--- src/rtl/matrix_uart_input_if.sv ---
// rtl/matrix_uart_input_if.sv - session control and element write bus of matrix_uart_input
interface matrix_uart_input_if #(
  parameter int DATA_WIDTH = 8
);
  logic                  input_start;
  logic [2:0]            input_idx;
  logic                  matrix_wr_en;
  logic [2:0]            matrix_idx;
  logic [2:0]            store_row;
  logic [2:0]            store_col;
  logic [5:0]            wr_addr_in;
  logic [DATA_WIDTH-1:0] matrix_wr_data;
  logic                  input_busy;
  logic                  input_done;
  logic                  input_error;

  modport master (
    input  input_start, input_idx,
    output matrix_wr_en, matrix_idx, store_row, store_col, wr_addr_in,
           matrix_wr_data, input_busy, input_done, input_error
  );

  modport slave (
    output input_start, input_idx,
    input  matrix_wr_en, matrix_idx, store_row, store_col, wr_addr_in,
           matrix_wr_data, input_busy, input_done, input_error
  );
endinterface

--- src/rtl/matrix_uart_input.sv ---
// rtl/matrix_uart_input.sv - 8N1 UART receiver feeding an ASCII decimal matrix parser
module matrix_uart_input #(
  parameter int CLK_FREQ   = 100_000_000,
  parameter int BAUD_RATE  = 115200,
  parameter int DATA_WIDTH = 8,
  parameter int MAX_SIZE   = 5
) (
  input  logic                clk,
  input  logic                rst_n,
  input  logic                uart_rx,
  matrix_uart_input_if.master bus
);
  localparam int CLKS_PER_BIT = CLK_FREQ / BAUD_RATE;
  localparam int HALF_BIT     = CLKS_PER_BIT / 2;

  localparam logic [2:0] RX_IDLE  = 3'd0;
  localparam logic [2:0] RX_START = 3'd1;
  localparam logic [2:0] RX_DATA  = 3'd2;
  localparam logic [2:0] RX_STOP  = 3'd3;
  localparam logic [2:0] RX_WAIT  = 3'd4;

  localparam logic [1:0] IDLE     = 2'd0;
  localparam logic [1:0] GET_ROW  = 2'd1;
  localparam logic [1:0] GET_COL  = 2'd2;
  localparam logic [1:0] GET_ELEM = 2'd3;

  logic        rx_s1_q, rx_s2_q;
  logic [2:0]  rx_state_q;
  logic [15:0] clk_cnt_q;
  logic [2:0]  bit_cnt_q;
  logic [7:0]  shift_q;
  logic        byte_valid_q, framing_err_q;

  always_ff @(posedge clk or negedge rst_n) begin
    if (!rst_n) begin
      rx_s1_q       <= 1'b1;
      rx_s2_q       <= 1'b1;
      rx_state_q    <= RX_IDLE;
      clk_cnt_q     <= '0;
      bit_cnt_q     <= '0;
      shift_q       <= '0;
      byte_valid_q  <= 1'b0;
      framing_err_q <= 1'b0;
    end else begin
      rx_s1_q       <= uart_rx;
      rx_s2_q       <= rx_s1_q;
      byte_valid_q  <= 1'b0;
      framing_err_q <= 1'b0;
      case (rx_state_q)
        RX_IDLE: if (!rx_s2_q) begin
          rx_state_q <= RX_START;
          clk_cnt_q  <= '0;
        end
        RX_START: if (clk_cnt_q == 16'(HALF_BIT - 1)) begin
          clk_cnt_q <= '0;
          bit_cnt_q <= '0;
          rx_state_q <= rx_s2_q ? RX_WAIT : RX_DATA;
        end else clk_cnt_q <= clk_cnt_q + 16'd1;
        RX_DATA: if (clk_cnt_q == 16'(CLKS_PER_BIT - 1)) begin
          clk_cnt_q <= '0;
          shift_q   <= {rx_s2_q, shift_q[7:1]};
          if (bit_cnt_q == 3'd7) rx_state_q <= RX_STOP;
          else bit_cnt_q <= bit_cnt_q + 3'd1;
        end else clk_cnt_q <= clk_cnt_q + 16'd1;
        RX_STOP: if (clk_cnt_q == 16'(CLKS_PER_BIT - 1)) begin
          byte_valid_q  <= rx_s2_q;
          framing_err_q <= !rx_s2_q;
          rx_state_q    <= RX_WAIT;
        end else clk_cnt_q <= clk_cnt_q + 16'd1;
        RX_WAIT: if (rx_s2_q) rx_state_q <= RX_IDLE;
        default: rx_state_q <= RX_IDLE;
      endcase
    end
  end

  logic [1:0]  state_q;
  logic [7:0]  acc_q, tok_val_q;
  logic        ovf_q, pend_q, tok_ovf_q, ev_tok_q, ev_bad_q, done_pend_q;
  logic [5:0]  cnt_q, total_q, wr_addr_q;
  logic [2:0]  matrix_idx_q, store_row_q, store_col_q;
  logic [7:0]  wr_data_q;
  logic        wr_en_q, done_q, error_q;
  logic [11:0] acc_d;
  logic        is_digit, is_sep, tok_in_range;

  assign is_digit     = (shift_q >= 8'h30) && (shift_q <= 8'h39);
  assign is_sep       = (shift_q == 8'h20) || (shift_q == 8'h0D) || (shift_q == 8'h0A);
  assign acc_d        = {4'd0, acc_q} * 12'd10 + {8'd0, shift_q[3:0]};
  assign tok_in_range = (tok_val_q >= 8'd1) && (tok_val_q <= 8'(MAX_SIZE));

  // Stage 1 turns received bytes into token/abort events; stage 2 acts on them
  // one cycle later, which places the element write two cycles after byte_valid.
  always_ff @(posedge clk or negedge rst_n) begin
    if (!rst_n) begin
      state_q      <= IDLE;
      acc_q        <= '0;
      ovf_q        <= 1'b0;
      pend_q       <= 1'b0;
      tok_val_q    <= '0;
      tok_ovf_q    <= 1'b0;
      ev_tok_q     <= 1'b0;
      ev_bad_q     <= 1'b0;
      done_pend_q  <= 1'b0;
      cnt_q        <= '0;
      total_q      <= '0;
      matrix_idx_q <= '0;
      store_row_q  <= '0;
      store_col_q  <= '0;
      wr_addr_q    <= '0;
      wr_data_q    <= '0;
      wr_en_q      <= 1'b0;
      done_q       <= 1'b0;
      error_q      <= 1'b0;
    end else begin
      wr_en_q  <= 1'b0;
      done_q   <= 1'b0;
      error_q  <= 1'b0;
      ev_tok_q <= 1'b0;
      ev_bad_q <= 1'b0;
      if (state_q != IDLE) begin
        if (framing_err_q) ev_bad_q <= 1'b1;
        else if (byte_valid_q) begin
          if (is_digit) begin
            acc_q  <= acc_d[7:0];
            ovf_q  <= ovf_q | (acc_d > 12'd255);
            pend_q <= 1'b1;
          end else if (is_sep) begin
            if (pend_q) begin
              ev_tok_q  <= 1'b1;
              tok_val_q <= acc_q;
              tok_ovf_q <= ovf_q;
              acc_q     <= '0;
              ovf_q     <= 1'b0;
              pend_q    <= 1'b0;
            end
          end else ev_bad_q <= 1'b1;
        end
      end
      if (state_q == IDLE) begin
        if (bus.input_start) begin
          matrix_idx_q <= bus.input_idx;
          acc_q        <= '0;
          ovf_q        <= 1'b0;
          pend_q       <= 1'b0;
          cnt_q        <= '0;
          state_q      <= GET_ROW;
        end
      end else if (done_pend_q) begin
        done_pend_q <= 1'b0;
        done_q      <= 1'b1;
        state_q     <= IDLE;
      end else if (ev_bad_q || (ev_tok_q && (tok_ovf_q ||
                   (state_q != GET_ELEM && !tok_in_range)))) begin
        error_q <= 1'b1;
        state_q <= IDLE;
      end else if (ev_tok_q) begin
        case (state_q)
          GET_ROW: begin
            store_row_q <= tok_val_q[2:0];
            state_q     <= GET_COL;
          end
          GET_COL: begin
            store_col_q <= tok_val_q[2:0];
            total_q     <= store_row_q * tok_val_q[2:0];
            cnt_q       <= '0;
            state_q     <= GET_ELEM;
          end
          default: begin
            wr_en_q     <= 1'b1;
            wr_addr_q   <= cnt_q;
            wr_data_q   <= tok_val_q;
            cnt_q       <= cnt_q + 6'd1;
            done_pend_q <= (cnt_q == total_q - 6'd1);
          end
        endcase
      end
    end
  end

  assign bus.matrix_wr_en   = wr_en_q;
  assign bus.matrix_idx     = matrix_idx_q;
  assign bus.store_row      = store_row_q;
  assign bus.store_col      = store_col_q;
  assign bus.wr_addr_in     = wr_addr_q;
  assign bus.matrix_wr_data = DATA_WIDTH'(wr_data_q);
  assign bus.input_busy     = (state_q != IDLE);
  assign bus.input_done     = done_q;
  assign bus.input_error    = error_q;
endmodule

--- src/flat_wrapper.sv ---
// flat-port wrapper written by rule: the top's interface ports become plain ports
module matrix_uart_input_flat 
#(
  parameter int CLK_FREQ   = 100_000_000,
  parameter int BAUD_RATE  = 115200,
  parameter int DATA_WIDTH = 8,
  parameter int MAX_SIZE   = 5
)
  (clk, rst_n, uart_rx, bus_input_start, bus_input_idx, bus_matrix_wr_en, bus_matrix_idx, bus_store_row, bus_store_col, bus_wr_addr_in, bus_matrix_wr_data, bus_input_busy, bus_input_done, bus_input_error);
  matrix_uart_input_if #(.DATA_WIDTH(DATA_WIDTH)) bus_i ();
  input  logic clk;
  input  logic rst_n;
  input  logic uart_rx;
  input wire logic [$bits(bus_i.input_start)-1:0] bus_input_start;
  input wire logic [$bits(bus_i.input_idx)-1:0] bus_input_idx;
  output wire logic [$bits(bus_i.matrix_wr_en)-1:0] bus_matrix_wr_en;
  output wire logic [$bits(bus_i.matrix_idx)-1:0] bus_matrix_idx;
  output wire logic [$bits(bus_i.store_row)-1:0] bus_store_row;
  output wire logic [$bits(bus_i.store_col)-1:0] bus_store_col;
  output wire logic [$bits(bus_i.wr_addr_in)-1:0] bus_wr_addr_in;
  output wire logic [$bits(bus_i.matrix_wr_data)-1:0] bus_matrix_wr_data;
  output wire logic [$bits(bus_i.input_busy)-1:0] bus_input_busy;
  output wire logic [$bits(bus_i.input_done)-1:0] bus_input_done;
  output wire logic [$bits(bus_i.input_error)-1:0] bus_input_error;
  assign bus_i.input_start = bus_input_start;
  assign bus_i.input_idx = bus_input_idx;
  assign bus_matrix_wr_en = bus_i.matrix_wr_en;
  assign bus_matrix_idx = bus_i.matrix_idx;
  assign bus_store_row = bus_i.store_row;
  assign bus_store_col = bus_i.store_col;
  assign bus_wr_addr_in = bus_i.wr_addr_in;
  assign bus_matrix_wr_data = bus_i.matrix_wr_data;
  assign bus_input_busy = bus_i.input_busy;
  assign bus_input_done = bus_i.input_done;
  assign bus_input_error = bus_i.input_error;
  matrix_uart_input #(.CLK_FREQ(CLK_FREQ), .BAUD_RATE(BAUD_RATE), .DATA_WIDTH(DATA_WIDTH), .MAX_SIZE(MAX_SIZE)) u_core (.clk(clk), .rst_n(rst_n), .uart_rx(uart_rx), .bus(bus_i));
endmodule
--- config.mk ---
export PLATFORM = sky130hd
export DESIGN_NAME = matrix_uart_input_flat
export DESIGN_NICKNAME = d
export VERILOG_FILES = /design/src/rtl/matrix_uart_input_if.sv /design/src/rtl/matrix_uart_input.sv /design/src/flat_wrapper.sv
export SDC_FILE = /design/constraint.sdc
export NUM_CORES = 1
export LEC_CHECK = 0
export ABC_AREA = 1
export ABC_CLOCK_PERIOD_IN_PS = 4090
export CAP_MARGIN = 10
export CORE_AREA = 2 2 106 108
export DETAILED_ROUTE_END_ITERATION = 8
export DIE_AREA = 0 0 108 110
export GPL_TIMING_DRIVEN = 0
export HOLD_SLACK_MARGIN = 0.03
export PLACE_DENSITY_LB_ADDON = 0.1
export SLEW_MARGIN = 15
export SYNTH_ARGS = -nofsm -noshare
export SYNTH_HDL_FRONTEND = slang
export SYNTH_SLANG_ARGS = --single-unit
--- constraint.sdc ---
create_clock -name clk -period 4.09 [get_ports clk]
set_clock_uncertainty 0.2 [all_clocks]
set_input_delay 0.409 -clock clk [delete_from_list [all_inputs] [get_ports clk]]
set_output_delay 0.409 -clock clk [all_outputs]
set_load 0.02 [all_outputs]
==> impl_summary.md <==
Run status
The run finished with clean final reports.

Clock tree
The maximum clock insertion buffer count is 2. In this run the number of H-tree levels came out at 3. TritonCTS built the clock tree. Gates resized during post-CTS repair numbered 0.

The buffer count from post-CTS setup fixing is 0. The library cell used as clock root buffer is sky130_fd_sc_hd__clkbuf_8. Clock-pin slew was measured on the worst setup and hold paths at approximately 100 ps. The quantity of hold-fixing buffers added after cts is 1. The insertion delay to the later sink of the worst-skew pair is 370 ps.

The count of clock tree sinks is 96. TritonCTS created 9 clock buffers.

Layout
The library cell used most frequently in the layout, excluding fill and tap cells, is sky130_fd_sc_hd__nand2_1. The layout cell share with drive strength beyond 1 is between 10% and 20%. Leaving out fill and tap cells, the most frequent cells in the layout are sky130_fd_sc_hd__nand2_1, sky130_fd_sc_hd__dfrtp_1, sky130_fd_sc_hd__inv_1. Once layout is done, the placed cells without fillers occupy 6380 µm². For this run, the number of standard cells in the final layout without fillers is a little under 900. The combined flip-flop and latch cell area is ~2400 µm². In the final layout, the multi-input gates occupy between 2000 and 3000 µm². The final core utilization is 59.6%.

After the last flow step, the layout net total stands at 783. The total of fill cells in the finished design is ~960. The antenna diode count is 0. The area growth from synthesis to layout is 13.2%.

STA
Setup repair after global routing left no endpoint under its margin. The number of hold-slack violations in the final timing report is 0. In this run the tightest slew margin relative to its limit is 65.2%.

The worst hold margin is 161 ps. The worst-margin pin slew is 520 ps. Setup violations remaining at the end of the flow were counted as 0. The post-route clock period utilization is 66.6%.

The total negative slack is 0 ps. The final max-slew violation count was 0. The worst path in the final design needs a cycle of 2720 ps, including I/O delays and setup. The highest clock rate is 367 MHz.

Global route
Summed over all layers, the global routing overflow is 0. The number of global-route vias before repair was 4,278. Entering global routing, the biggest net connects 84 pins. The initial antenna violation count was 0. In the global route stage, overall resource usage came out at between 20% and 30%. The first-pass GRT wire length is between 15,000 and 20,000 µm.

Logic synthesis
In this run the biggest area consumer among cell types represents between 40% and 50% of the synthesized area. The average cell area after synthesis is 8.10 µm². The register area share after synthesis is 42.7%. Yosys mapped a number of flops with a built-in enable equal to 0.

The most used flip-flop cell after synthesis is sky130_fd_sc_hd__dfrtp_1. The distinct cell type count of the synthesized netlist is 44. Ranked by total cell area, the synthesized netlist is headed by sky130_fd_sc_hd__dfrtp_1, sky130_fd_sc_hd__nand2_1, sky130_fd_sc_hd__ha_1, sky130_fd_sc_hd__inv_1, sky130_fd_sc_hd__nor2_1.

For this run, the number of Yosys warnings is 0. The cell area that synthesis handed to floorplanning was roughly 5600 µm². The synthesized netlist net count is about 740.

The cell taking the most area after synthesis is sky130_fd_sc_hd__dfrtp_1. Synthesis produced just under 700 cells. The share of synthesized flip-flops with an asynchronous set or reset is 100%. The flip-flop and latch count after synthesis is between 90 and 100.

Pwr
For this design the static power due to leakage is between 3 and 4 nW. The power density of the placed cells is 307 nW/µm². The largest vdd supply drop is 0.000222 V.

Place
At the end of routability-driven placement, the weighted congestion stood at ~0.90. The HPWL after detailed placement is 8770 µm. Once placement completed, the tool counted placed cells totaling 870. Once placement finished, the instance area stood at 6170 µm². The count of buffers from port buffering is 33.

Worst setup path
The critical path is of the reg -> out type. The largest fanout on the critical path is 10. The data arrival time of the critical path is 2120 ps. STA classifies the critical path startpoint as a flip-flop.

The type of destination of the critical path is an output pin. At the worst endpoint, the required time is roughly 3500 ps.

Route
The average wire length per cell after detail routing is 13.2 µm. The count of nets left with antenna violations once routing finished came out at 0. The via-per-instance ratio is 5.17. The number of optimization iterations in the first detailed-route pass is 6. Across all layers, the routed design uses 4,589 vias. The residual DRC count is 0. The initial DRC count is about 260. The aggregate routed wire length is 11,700 µm.

Floorplan
The initialized floorplan defines 38 standard-cell rows. The initial cell density of the core is a little over half. The total area inside the core boundary comes to 10,700 µm².

The die outline width is 108 µm. 34 I/O pins were placed. The area enclosed by the die boundary is ~12,000 µm². The die outline height is 110 µm.

Worst hold path
The path type of the worst min-delay path is reg -> reg.

Flow run
The tool flagged a number of max-cap violations equal to 0.
-- area by class of cell --
class,instances,area share (%)
plain buffers,12,1.51
clock buffers,14,2.55
clock inverters,2,0.588
inverters,93,5.47
multi-input cells,495,43.6
flip-flops and latches,96,37.7
well taps,140,2.75
repair buffers,35,5.79
-- power by group --
group          switching, mW  internal, mW  total, mW
clock network          0.333         0.318      0.651
logic                  0.184         0.111      0.295
registers             0.0335         0.980       1.01
total                  0.551          1.41       1.96
-- state kept, by name (all words and copies together), names as in the netlist, 6 cells and up --
register and count:
u_core.clk_cnt_q 16, u_core.bus.matrix_wr_data 8, u_core.total_q 6, u_core.shift_q 8, u_core.cnt_q 6, u_core.bus.wr_addr_in 6, u_core.tok_val_q 8, u_core.acc_q 8
-- worst paths after layout --
| kind | from | end | slack [ps] | depth (start not counted) |
|---|---|---|---|---|
| max | u_core.state_q[0] | bus_input_busy | 1370 | 5 |
| max in group asynchronous | rst_n | u_core.rx_s2_q | 2800 | 3 |
| min reg2reg | u_core.rx_s1_q | u_core.rx_s2_q | 160 | 0 |
| max reg2reg | u_core.acc_q[1] | u_core.ovf_q | 1530 | 14 |
| min in group asynchronous | rst_n | u_core.bus.matrix_wr_data[3] | 230 | 2 |
| min | u_core.rx_s1_q | u_core.rx_s2_q | 160 | 0 |
-- synthesized netlist by cell type (all sizes together) (6+ instances only) --
library cell,n
nand2,187
dfrtp,94
inv,93
nor2,74
o21ai,62
nand3,47
ha,30
a21oi,18
nand4,14
xor2,13
buf,12
nor3,9
xnor2,7
or2,6
-- critical path: stages, from the launching register on --
cell                              delay [ps]
sky130_fd_sc_hd__dfrtp_1                 460
sky130_fd_sc_hd__inv_1                   100
sky130_fd_sc_hd__ha_1                    300
sky130_fd_sc_hd__inv_2                    80
sky130_fd_sc_hd__buf_4                   180
sky130_fd_sc_hd__clkdlybuf4s50_1         620
-- routing by layer --
layer	global-route usage, %	share of wire (%)
met5	0	0
met4	7.33	1.4
met3	3.12	3.3
met2	35.6	48
met1	27.7	47
-- stage by stage --
stage | worst slack [ps] | power, mW
floorplan | 1770 | 1.21
global placement | -1170 | 1.32
detailed placement | 1530 | 1.33
CTS | 1350 | 1.98
global route | 1260 | 2.05
finish | 1370 | 1.96
-- cells by family after synthesis --
logic type      Yosys count  share of synthesized area (%)
simple gates            342                           28.0
mux                       3                          0.600
flops                    96                           42.7
buf+inv                 105                           7.91
compound gates           96                           9.64
fa+ha+maj                34                           8.08
xor+xnor                 20                           3.11
No activity file was read; power rests on OpenSTA's default activity.
